[src/rtl/zest_spi_cfg_master.sv]
// zest_spi_cfg_master: multi-target serial config master with 3/4-wire modes and per-device CS polarity
module zest_spi_cfg_master #(
    parameter int N_DEV = 6,
    parameter int DW = 32,
    parameter int CLK_DIV = 4,
    parameter logic [N_DEV-1:0] CS_ACT_HI = {N_DEV{1'b0}}
) (
    input  logic                     clk,
    input  logic                     rst_n,
    input  logic                     start,
    output logic                     ready,
    input  logic [$clog2(N_DEV)-1:0] dev_sel,
    input  logic [$clog2(DW+1)-1:0]  len,
    input  logic [DW-1:0]            wdata,
    input  logic                     rd,
    input  logic                     mode_3w,
    input  logic [$clog2(DW+1)-1:0]  turn,
    output logic [N_DEV-1:0]         cs,
    output logic                     sclk,
    output logic                     mosi,
    output logic                     sdio_oe,
    input  logic                     sdio_i,
    input  logic [N_DEV-1:0]         miso,
    output logic [DW-1:0]            rdbk,
    output logic                     rdbk_valid,
    output logic                     err
);
    localparam int DVW = $clog2(N_DEV);
    localparam int LW = $clog2(DW+1);
    localparam int IW = DW > 1 ? $clog2(DW) : 1;
    localparam int CW = $clog2(CLK_DIV+1);

    typedef enum logic [2:0] {IDLE, SETUP, SHIFT, HOLD, GAP} state_t;
    state_t state, nxt;

    logic [CW-1:0]  cnt;
    logic           ph;
    logic [IW-1:0]  b;
    logic [LW-1:0]  len_q, turn_q, sent;
    logic [DW-1:0]  w_q;
    logic [DVW-1:0] dev_q;
    logic           rd_q, m3_q, bad, acc, tick, act, rel, line;

    assign tick = cnt == CW'(CLK_DIV-1);
    assign bad  = len == '0 || len > LW'(DW) || {1'b0, dev_sel} >= (DVW+1)'(N_DEV);
    assign acc  = state == IDLE && start && !bad;
    assign sent = len_q - LW'(1) - LW'(b);
    assign rel  = m3_q && rd_q && turn_q < len_q;
    assign line = m3_q ? sdio_i : miso[dev_q];

    always_comb begin
        nxt = state;
        unique case (state)
            IDLE:    nxt = acc ? SETUP : IDLE;
            SETUP:   nxt = tick ? SHIFT : SETUP;
            SHIFT:   nxt = tick && ph && b == '0 ? HOLD : SHIFT;
            HOLD:    nxt = tick ? GAP : HOLD;
            GAP:     nxt = tick ? IDLE : GAP;
            default: nxt = IDLE;
        endcase
        act     = state == SETUP || state == SHIFT || state == HOLD;
        ready   = state == IDLE;
        sclk    = state == SHIFT && ph;
        mosi    = (state == SETUP || state == SHIFT) && w_q[b];
        cs      = ~CS_ACT_HI ^ (act ? N_DEV'(1) << dev_q : '0);
        // In a 3-wire read the line is released once bit turn-1 has been clocked out
        sdio_oe = act && (!rel || (state == SETUP ? turn_q != '0 : state == SHIFT && sent < turn_q));
    end

    always_ff @(posedge clk or negedge rst_n) begin
        if (!rst_n) begin
            state      <= IDLE;
            cnt        <= '0;
            ph         <= 1'b0;
            b          <= '0;
            len_q      <= '0;
            turn_q     <= '0;
            w_q        <= '0;
            dev_q      <= '0;
            rd_q       <= 1'b0;
            m3_q       <= 1'b0;
            rdbk       <= '0;
            rdbk_valid <= 1'b0;
            err        <= 1'b0;
        end else begin
            state      <= nxt;
            err        <= state == IDLE && start && bad;
            rdbk_valid <= state == GAP && tick;
            cnt        <= state == IDLE || tick ? '0 : cnt + CW'(1);
            if (acc) begin
                dev_q  <= dev_sel;
                len_q  <= len;
                turn_q <= turn;
                w_q    <= wdata;
                rd_q   <= rd;
                m3_q   <= mode_3w;
                b      <= IW'(len - LW'(1));
                ph     <= 1'b0;
                rdbk   <= '0;
            end
            if (state == SHIFT && tick) begin
                ph <= !ph;
                if (ph) b <= b - IW'(1);
            end
            if (state == SHIFT && tick && !ph) rdbk <= {rdbk[DW-2:0], line};
        end
    end
endmodule

[config.mk]
export PLATFORM = sky130hd
export DESIGN_NAME = zest_spi_cfg_master
export DESIGN_NICKNAME = d
export VERILOG_FILES = /design/src/rtl/zest_spi_cfg_master.sv
export SDC_FILE = /design/constraint.sdc
export NUM_CORES = 1
export LEC_CHECK = 0
export CORE_ASPECT_RATIO = 0.7
export CORE_MARGIN = 1
export CORE_UTILIZATION = 40
export CTS_BUF_LIST = sky130_fd_sc_hd__clkbuf_8 sky130_fd_sc_hd__clkbuf_16
export CTS_CLUSTER_DIAMETER = 200
export DETAILED_ROUTE_END_ITERATION = 10
export PLACE_DENSITY = 0.65
export SETUP_SLACK_MARGIN = 0.2
export SYNTH_ARGS = -nofsm -noshare
export SYNTH_HDL_FRONTEND = slang
export SYNTH_SLANG_ARGS = --single-unit
[constraint.sdc]
create_clock -name clk -period 4.6 [get_ports clk]
set_input_delay 0.92 -clock clk [delete_from_list [all_inputs] [get_ports clk]]
set_output_delay 0.92 -clock clk [all_outputs]
set_load 0.005 [all_outputs]
After elaboration in Yosys (flattened, before gate mapping):

Cells that the tools add are included.

* bitwise logic cells: 1
* eq/ne operators: 5
* order comparisons: 6
* $add $sub $neg: 5
* multiplexer cells: 21
* reductions and logical operators: 29
* shifts and indexed selects: 1

Operators with widths (number)
* 32-bit 2-to-1 mux: 2
* 5-bit 2-to-1 mux: 3
* 3-bit one-hot mux with 5 select lines: 1
* 1-bit logical AND: 14
* 6-bit < comparator: 2
* 5-bit by 1-bit subtractor with 5-bit output, second input constant: 2
* 3-bit by 2-bit equality test with 1-bit output, second input constant: 3
* 3-bit 2-to-1 mux: 3
* 1-bit 2-to-1 mux: 8
* 6-bit greater-than comparator, second input constant: 1
* 6-bit logical NOT: 1
* 1-bit logical OR: 6
* 5-bit by 6-bit < comparator with 1-bit output, second input constant: 1
* 6-bit 2-to-1 mux: 1
* 6-bit inverter: 1
* 6-bit nonzero test: 1
* 1-bit by 3-bit << shifter with 6-bit output, first input constant: 1
* 6-bit by 1-bit subtractor with 6-bit output, second input constant: 1
* 6-bit by 5-bit subtractor with 6-bit output: 1
* 1-bit binary-select mux with 5-bit select: 1
* 5-bit logical NOT: 1
* 3-bit by 4-bit < comparator with 1-bit output, second input constant: 1
* 2-bit nonzero test: 2
* 3-bit by 1-bit adder with 3-bit output, second input constant: 1
* 7 further kinds: 9

* bits in registers: 95
* output and inout bits: 44
* input bits: 59
* word-level logic and storage cells: 81

Depth between registers and ports, before layout:

* depth after elaboration: 8
* gate-level depth with buffers: 13
* depth with buffers taken out: 12

Worst setup path after synthesis:

Ideal clock, no wire load.

* path kind: register to output
* start point: register b[1]
* end point: output port sdio_oe
* arrival time: 2658 ps
* data required time: 3680 ps
* path buffers: 1
* setup slack: 1022 ps
* stages on the path, launching flop included: 14
* cell sequence: dfrtp_1 > clkbuf_8 > inv_1 > ha_1 > a21o_1 > a21oi_1 > o21bai_1 > a21oi_1 > xnor2_1 > ha_1 > or4b_1 > a21oi_1 > o21ai_0 > a311oi_1

* word-level cells in the longest chain between the ends: 6

RTL lines
* start, declared: RTL line 38 `logic [IW-1:0] b;`
* start signal, assigned: RTL line 97 `b <= IW'(len - LW'(1));`
* start signal, assigned: RTL line 103 `if (ph) b <= b - IW'(1);`
* 6-bit by 5-bit subtractor with 6-bit output: RTL line 47 `assign sent = len_q - LW'(1) - LW'(b);`
* 6-bit < comparator: RTL line 67 `sdio_oe = act && (!rel || (state == SETUP ? turn_q != '0 : state == SHIFT && sent < turn_q));`
* 1-bit logical AND: RTL line 67
* 1-bit 2-to-1 mux: RTL line 67
* 1-bit logical OR: RTL line 67
* 1-bit logical AND: RTL line 67
* end, declared: RTL line 21 `output logic sdio_oe,`

Every way passes these cells.

Worst setup path after layout:

Ends and elaborated chain as after synthesis.

==> flow_summary.yaml <==
logic_synthesis:
  synth_edf_count: 0
  synth_most_common_cell: "nand2_1"
  syn_inst: 509
  syn_area_per_cell_um2: 9.339
  syn-num-nets: 589
  yosysSeqAreaShare_pct: 50.01
  synth_fa_ha_area_share_pct: 5.686
  synth_top_cell_by_area: "dfrtp_1"
  syn_area_mm2: 0.004753
  muxShareOfSynthArea_pct: 5.870
  synthFlopType: "dfrtp_1"
  yosys-top-cells-area: "dfrtp_1 (50%), nand2_1 (16%), ha_1 (5.3%), o21ai_0 (4.5%), mux4_2 (2.4%)"
  synth_top_area_share_pct: 50.01
  yosysUniqueCellTypes: 53
  yosys-top-cells-count: "nand2_1 (197), dfrtp_1 (95), o21ai_0 (43)"
  synth-simple-area-share_pct: 21.45
  synth-xor-area-share_pct: 1.843
  synth_top_family_by_area: "simple AND/OR/NAND/NOR gates"
  ys_seq_elements: 95
  synth-compound-area-share_pct: 9.713
  ys_warn_count: 0
  async_flop_share_pct: 100.0
place:
  post-place-ws_ps: 382.2
  hpwl_um: 8005
  gp_congestion: 0.8824
  port_buffers: 102
status:
  status: "completed"
global_route:
  grt_pass1_wl_um: 18580
  grtUsageTotal_pct: 19.36
  first_global_vias: 3673
  antenna_found_initial: 0
  grt_max_degree: 66
  overflow: 0
sta:
  finClkSkew_ps: 9.728
  drv_slew: 0
  tns_ps: 0
  hold_violations: 0
  period_needed_ps: 4094
  layout_setup_ws_ps: 505.9
  finalCritPeriodShare_pct: 89.00
  finalSetupViolCount: 0
  grt_setup_unrepaired: "no"
  worst_pin_slew_ps: 1115
  slew_headroom_pct: 25.49
  fmax_mhz: 244.3
  fin_hold_ws_ps: 456.4
floorplan:
  ios: 103
  coreArea_mm2: 0.01129
  rows: 32
  initial_core_util_pct: 42.10
  die_h_um: 93.21
  die_w_um: 132.3
  dieArea_mm2: 0.01233
clock_tree:
  cts_max_level: 3
  cts-root-buf: "clkbuf_16"
  cts_tree: "yes"
  clk_pin_slew_ps: 70
  cts_buffers: 9
  cts_max_path_buffers: 2
  cts.sinks: 95
  insertion_delay_ps: 350
route:
  drtPass1Iterations: 4
  antenna_left: 0
  vias_per_cell: 4.974
  detail_route.wl_per_cell_um: 14.55
  drt_wl_total_um: 11040
  detail_route.iter0.violations: 187
  vias: 3775
  route.detailed.drc: 0
pwr:
  ir_drop_v: 0.0001784
  switchingPower_uw: 376.6
  leakage_uw: 0.002945
  p_int_uw: 1379
  p_comb_share_pct: 4.9
  p_per_area_mw_per_mm2: 282.2
  swShare_pct: 21.45
  pwr-share-clk_pct: 47.3
  seq_power_share_pct: 47.8
critical_path:
  crit_path_end: "sdio_oe"
  reg2reg_from: "cnt[0]"
  cp_data_arrival_time_ps: 3170
  worstSetupStartpoint: "b[1]"
  r2r_end: "rdbk[0]"
  cp-end-kind: "output pin"
  critPathMaxFanout: 3
  crit_required_ps: 3680
  rrSetupSlack_ps: 2020
  path_class: "flip-flop to output pin"
  reg2reg_depth: 6
  critPathLaunchType: "flip-flop"
finish:
  fill_cells: 1028
  multiInputGateArea_mm2: 0.002140
  fin_nets: 681
  seqCellArea_mm2: 0.002379
  drive_gt1_share_pct: 6.931
  area_growth_pct: 30.90
  antennaDiodeCount: 0
worst_hold_path:
  hp-class: "flip-flop to flip-flop"
  hp-start: "cnt[0]"
flow_run:
  cap_violations: 0
==> worst min-delay path by stage <==
stage	end	slack (ps)	depth (start not counted)
2_1_floorplan	cnt[0]	410	1
3_3_place_gp	cnt[0]	430	1
3_5_place_dp	cnt[0]	440	1
4_1_cts	cnt[0]	460	1
5_1_grt	cnt[0]	480	1
6_report	cnt[0]	460	1
==> sequential cells by signal (all words and copies together) (netlist names), 3 cells and up <==
name / cells
cnt: 3
dev_q: 3
len_q: 6
rdbk: 32
b: 5
w_q: 32
turn_q: 6
state: 3
==> logic make-up after synthesis <==
logic type | Yosys count
AOI/OAI and AO/OA | 79
and+or+nand+nor | 238
muxes | 15
DFF | 95
adders and majority gates | 21
xor gates and xnor gates | 10
buffers and inverters | 51
==> worst max-delay path, cell delays in order, from the launching register on <==
cell	delay (ps)
dfrtp_1	360
inv_2	70
ha_1	300
a21o_1	200
a21oi_2	170
o21bai_1	70
a21oi_1	190
xnor2_1	90
ha_1	180
or4b_1	460
a21oi_1	130
o21ai_0	100
a311oi_1	260
dlygate4sd2_1	270
==> power groups by stage <==
stage | combinational [uW] | sequential, uW | clock, uW
2_1_floorplan | 8.39 | 856 | 0
3_3_place_gp | 86.6 | 856 | 0
3_5_place_dp | 86.9 | 856 | 0
4_1_cts | 87.4 | 840 | 854
5_1_grt | 93.5 | 840 | 890
6_report | 85.6 | 840 | 831
==> routing by layer <==
| metal | share of wire, % | up-vias | GRT usage [%] |
|---|---|---|---|
| met4 | 0 | 0 | 5.364 |
| met2 | 45 | 75 | 28.09 |
| met1 | 51 | 1827 | 28.51 |
| met5 | 0 | - | 0 |
| li1 | - | 1873 | - |
| met3 | 3.8 | 0 | 4.932 |
==> cell type report <==
type / instances / area share, %
Multi-Input combinational cell: 363 / 34.39
Inverter: 22 / 1.327
Clock inverter: 7 / 1.850
Tap cell: 153 / 3.077
Timing Repair Buffer: 110 / 17.51
Sequential cell: 95 / 38.23
Clock buffer: 9 / 3.620
==> placed cells by master, fill, tap and decap left out, types with 2 or more instances in the layout <==
cell type	count
xor2_1	5
inv_1	20
nor2_1	10
o221ai_1	2
mux4_2	5
buf_4	8
and3_1	2
o22ai_1	3
ha_1	20
nand2b_1	3
nor3_1	5
a21oi_1	8
bufinv_16	2
o21ai_1	4
nand3_1	5
inv_8	2
xnor2_1	5
nand2_1	197
mux2i_1	5
nand4b_1	2
a311oi_1	3
dfrtp_1	94
o21bai_1	2
clkbuf_16	9
a21o_1	4
o21ai_0	43
nor4b_2	2
mux4_1	4
clkdlybuf4s50_1	100
==> stage by stage <==
step           std cells  util [%]  power, uW  cell area [um^2]
2_1_floorplan        509         -      864.4              4753
3_3_place_gp         742     51.99      942.4              5871
3_5_place_dp         742     51.99      942.8              5871
4_1_cts              759     55.11       1780              6222
5_1_grt              759     55.11       1823              6222
6_report             759     55.11       1756              6222
==> repair_timing <==
item,CTS,global route
setup buffers,1,0
gates resized for setup,3,1
endpoints found under the hold margin,0,0
hold buffers,0,0
endpoints found under the setup margin,1,1
pin swaps,0,1
Note: power is estimated with default switching activity, not from simulation.
